`src/rtl/axis_frame_trailer.sv`:
```
// axis_frame_trailer: registered AXIS pass-through that appends an XOR-checksum trailer beat per frame
module axis_frame_trailer #(
   parameter int DATA_WIDTH = 32,
   parameter int CNT_WIDTH  = 16
) (
   input  logic                  aclk,
   input  logic                  aresetn,
   input  logic [DATA_WIDTH-1:0] s_axis_tdata,
   input  logic                  s_axis_tvalid,
   output logic                  s_axis_tready,
   input  logic                  s_axis_tlast,
   output logic [DATA_WIDTH-1:0] m_axis_tdata,
   output logic                  m_axis_tvalid,
   input  logic                  m_axis_tready,
   output logic                  m_axis_tlast,
   input  logic                  bypass,
   output logic [CNT_WIDTH-1:0]  frame_beats,
   output logic                  frame_done,
   output logic                  cnt_sat
);
   typedef enum logic {PASS, TRAIL} state_t;
   state_t state_q, state_d;
   logic [DATA_WIDTH-1:0] tdata_q, tdata_d, csum_q, csum_d;
   logic [CNT_WIDTH-1:0] cnt_q, cnt_d, beats_q, beats_d, cnt_inc;
   logic tvalid_q, tvalid_d, tlast_q, tlast_d, first_q, first_d, bp_q, bp_d;
   logic done_q, done_d, sat_q, sat_d;
   logic slot_free, s_hs, bp_eff, cnt_max;
   assign slot_free     = !tvalid_q || m_axis_tready;
   assign s_axis_tready = (state_q == PASS) && slot_free;
   assign s_hs          = s_axis_tvalid && s_axis_tready;
   assign bp_eff        = first_q ? bypass : bp_q;
   assign cnt_max       = &cnt_q;
   assign cnt_inc       = cnt_max ? cnt_q : cnt_q + CNT_WIDTH'(1);
   assign m_axis_tdata  = tdata_q;
   assign m_axis_tvalid = tvalid_q;
   assign m_axis_tlast  = tlast_q;
   assign frame_beats   = beats_q;
   assign frame_done    = done_q;
   assign cnt_sat       = sat_q;
   always_ff @(posedge aclk) begin
      if (!aresetn) begin
         state_q  <= PASS;
         tdata_q  <= '0;
         csum_q   <= '0;
         cnt_q    <= '0;
         beats_q  <= '0;
         tvalid_q <= 1'b0;
         tlast_q  <= 1'b0;
         first_q  <= 1'b1;
         bp_q     <= 1'b0;
         done_q   <= 1'b0;
         sat_q    <= 1'b0;
      end else begin
         state_q  <= state_d;
         tdata_q  <= tdata_d;
         csum_q   <= csum_d;
         cnt_q    <= cnt_d;
         beats_q  <= beats_d;
         tvalid_q <= tvalid_d;
         tlast_q  <= tlast_d;
         first_q  <= first_d;
         bp_q     <= bp_d;
         done_q   <= done_d;
         sat_q    <= sat_d;
      end
   end
   always_comb begin
      state_d  = state_q;
      tdata_d  = tdata_q;
      csum_d   = csum_q;
      cnt_d    = cnt_q;
      beats_d  = beats_q;
      tvalid_d = slot_free ? 1'b0 : tvalid_q;
      tlast_d  = tlast_q;
      first_d  = first_q;
      bp_d     = bp_q;
      done_d   = 1'b0;
      sat_d    = sat_q;
      if (state_q == PASS) begin
         if (s_hs) begin
            tdata_d  = s_axis_tdata;
            tlast_d  = s_axis_tlast && bp_eff;
            tvalid_d = 1'b1;
            csum_d   = csum_q ^ s_axis_tdata;
            cnt_d    = cnt_inc;
            sat_d    = sat_q || cnt_max;
            first_d  = 1'b0;
            bp_d     = bp_eff;
            if (s_axis_tlast) begin
               beats_d = cnt_inc;
               // bypassed frames close here; others keep the checksum for the trailer
               if (bp_eff) begin
                  done_d  = 1'b1;
                  csum_d  = '0;
                  cnt_d   = '0;
                  first_d = 1'b1;
               end else begin
                  state_d = TRAIL;
               end
            end
         end
      end else if (slot_free) begin
         tdata_d  = csum_q;
         tlast_d  = 1'b1;
         tvalid_d = 1'b1;
         done_d   = 1'b1;
         csum_d   = '0;
         cnt_d    = '0;
         first_d  = 1'b1;
         state_d  = PASS;
      end
   end
endmodule

```
`config.mk`:
```
export PLATFORM = sky130hd
export DESIGN_NAME = axis_frame_trailer
export DESIGN_NICKNAME = d
export VERILOG_FILES = /design/src/rtl/axis_frame_trailer.sv
export SDC_FILE = /design/constraint.sdc
export NUM_CORES = 1
export LEC_CHECK = 0
export ABC_AREA = 0
export CORE_ASPECT_RATIO = 1.4
export CORE_MARGIN = 2
export CORE_UTILIZATION = 54
export CTS_CLUSTER_DIAMETER = 50
export CTS_CLUSTER_SIZE = 14
export DETAILED_ROUTE_END_ITERATION = 7
export GPL_ROUTABILITY_DRIVEN = 0
export PLACE_DENSITY = 0.94
export SYNTH_ARGS = -nofsm -noshare
export SYNTH_HDL_FRONTEND = slang
export SYNTH_SLANG_ARGS = --single-unit
```
`constraint.sdc`:
```
create_clock -name aclk -period 3.9 [get_ports aclk]
set_input_delay 0.585 -clock aclk [delete_from_list [all_inputs] [get_ports aclk]]
set_output_delay 0.585 -clock aclk [all_outputs]
set_load 0.05 [all_outputs]
```
==> run metrics <==
core area 8150 um^2; Max-Cap Viols 0; minimum clock period 2860 ps; routing usage on met2 43.5%; via density per instance 5.82; Post-Layout Cell Count 692; Clock transition at path regs ~60 ps; Mapped Nets 550; Setup WS pre-CTS 1030 ps; Worst Tran Pin Value between 900 and 1000 ps; port bufs 90; clk buf depth 2; adder and majority gate portion of the synthesized area 0.277%; Leakage roughly 2.1 nW; grt ovf 0; post-synthesis mux area share 7.75%; detailed-route DRC error count 0; crit end category output port; Critical path buffers and inverters 2; Post-DP HPWL 7800 um; total track usage 26.1%; PwrDens 466 nW/um^2; Slew Viols, Final 0; Worst path max stage delay 720 ps; n_diodes 0; critical path class in -> out; Max Freq 0.350 GHz; fraction of layout cells with a size suffix above 1 6.27%; Sink Count around 100; Initial Util around 55%; Distinct cells, synth 43; I/O Pins 91; Area Growth Syn to Fin 28.5%; Synth Register Bits 103; Setup WS post-layout between 1000 and 1500 ps; Worst path slowest cell clkdlybuf4s50_1; Worst-Skew Late Latency 350 ps; final worst-path cycle share 73.3%; Synth Area in XOR/XNOR 7.56%; routed wire length 11,300 um; die area between 9000 and 10,000 um^2; Die Y 112 um; initial drt markers 266; fill count 572; Worst VDD drop 301 uV; Final setup viols 0; Startpoint Class input pin; Synth Warn # 0; Final Util a little under three quarters; CTS tree done; first-pass GRT wire length 18,600 um; CP Data Arrival Time about 2300 ps; Post-Synth Simple-Gate Area 19.8%; Cells after DPL 676; CTS resizes 0; post-synthesis sequential area ratio 45.6%; H-tree levels 3; complex-gate fraction of the synthesized area 15.1%; Hold Vio Cnt, Final 0; nets 624; GRT met3 Usage 6.03%; vias in the first global route 4,018; M1 GR Usage 30.4%; status completed; Post-Syn Area 4520 um^2; Min-Delay Path Class reg -> reg; CP required 3310 ps; cells along the critical path clkdlybuf4s50_1 -> nor2b_1 -> nor2_1 -> clkdlybuf4s50_1; syn_area_per_cell 8.84 um^2; Top delay family on crit path buffers and inverters; Routed Antenna Nets 0; Initial DRT Pass Iterations 5; detailed-route via count between 4k and 5k; largest family of logic cells by synthesized area simple AND/OR/NAND/NOR gates; sequential cell area 2060 um^2; unrepaired setup endpoints after global routing false; clk_skew roughly 7.0 ps; Clock Tree Root clkbuf_16; cts hold-fix bufs 0; Die Span X 81.3 um; Post-CTS Setup Bufs 0; Multi-input gate area 2300 um^2; wire per inst 16.3 um; Cell Rows 39; largest net degree at the start of global routing 47; initial antenna violation count 0; setup TNS 0 ps; CTS buffer count 9; Cells after Synth 511; most used cell, CP clkdlybuf4s50_1; Slew headroom 38.4%; GRT busiest layer met2; CP Max Fanout 6
==> sequential cells by signal, summed over array words and instances, names as in the netlist, 16 cells and up <==
register,cells
cnt_q,16
csum_q,32
frame_beats,16
m_axis_tdata,32
==> path summary, 6_finish.rpt <==
path                                               endpoint  slack, ps                        start  cells past startpoint
worst max register to register       cnt_q[11]$_SDFFE_PN0P_       1100           state_q$_SDFF_PN0_                      5
worst max-delay path                          s_axis_tready       1040                m_axis_tready                      4
worst min register to register  frame_beats[8]$_SDFFE_PN0P_        460  frame_beats[8]$_SDFFE_PN0P_                      2
worst min-delay path            frame_beats[8]$_SDFFE_PN0P_        460  frame_beats[8]$_SDFFE_PN0P_                      2
==> cells in the mapped netlist <==
master,number,area [um^2]
a211oi_1,35,263
a21o_1,2,15.0
a21oi_1,26,130
a311oi_1,1,8.76
a31o_2,2,17.5
a31oi_1,8,50.1
a41oi_1,3,26.3
and2_1,1,6.26
and3_1,3,18.8
and4_1,2,17.5
buf_1,1,3.75
buf_2,18,90.1
buf_4,1,7.51
clkbuf_1,15,56.3
dfxtp_1,103,2060
ha_1,1,12.5
inv_1,4,15.0
mux2i_1,35,350
nand2_1,51,191
nand2b_1,4,25.0
nand2b_4,1,13.8
nand3_1,13,65.1
nand3_2,3,30.0
nand3b_1,2,15.0
nand4_1,6,37.5
nand4_4,1,21.3
nor2_1,82,308
nor2b_1,3,18.8
nor3_1,6,30.0
nor3_2,1,10.0
nor3b_2,1,12.5
nor4_1,3,18.8
nor4_4,2,42.5
o2111ai_1,2,17.5
o211ai_1,4,30.0
o21a_1,1,7.51
o21ai_0,20,100
o21ai_1,2,10.0
o32ai_1,1,8.76
or3_1,1,6.26
or4_1,1,7.51
xnor2_1,2,17.5
xor2_1,37,324
==> cells in the final DEF, fill, tap and decap left out, types with 3 or more instances in the layout <==
cell               n
inv_1              4
nand2_1           51
a21oi_1           26
nand4_1            6
and3_1             3
clkbuf_16          9
nor4_1             3
nor2_1            81
mux2i_1           35
o21ai_0           20
buf_4              8
nor2b_1            3
nor3_1             6
nand2b_1           4
clkdlybuf4s50_1   90
a211oi_1          35
a41oi_1            3
xor2_1            37
dfxtp_1          102
a31oi_1            8
nand3_1           13
nand3_2            3
bufinv_16          3
o211ai_1           4
==> area by class of cell <==
class                      instances  share of cell area, %
clock buffer                      10                   3.94
clock inverter                     6                   1.98
inverter                           4                  0.259
multi-input combinational        369                   39.5
sequential                       103                   35.5
tap                              102                   2.20
timing repair buffer              98                   16.5
==> power breakdown <==
part,internal [mW],switching [mW]
clock,0.632,0.400
sequential,1.13,0.0518
combinational,0.184,0.312
total,1.94,0.764
==> worst min-delay path, cell delays in order, from the launching register on <==
cell and delay [ps]:
dfxtp_1 310, nand2_1 50, a21oi_1 50
==> kinds of logic after synthesis <==
kind of cell | Yosys count
compound gates | 107
simple gates | 187
buf+inv | 39
mux | 35
fa+ha+maj | 1
flops | 103
xor+xnor | 39
==> metrics by stage <==
stage	power, mW	cell area (um^2)	hold slack, ps
after floorplan	1.52	4520	450
after global placement	1.67	5460	446
after detailed placement	1.69	5460	457
after CTS	2.73	5810	467
after global routing	2.80	5810	480
final	2.71	5810	463
==> routing by layer <==
layer  part of all wire (%)  wire, um
met1                     38      4330
met2                     52      5870
met3                    6.5       732
met4                    3.2       359
met5                      0         0
Note: power is estimated with default switching activity, not from simulation.
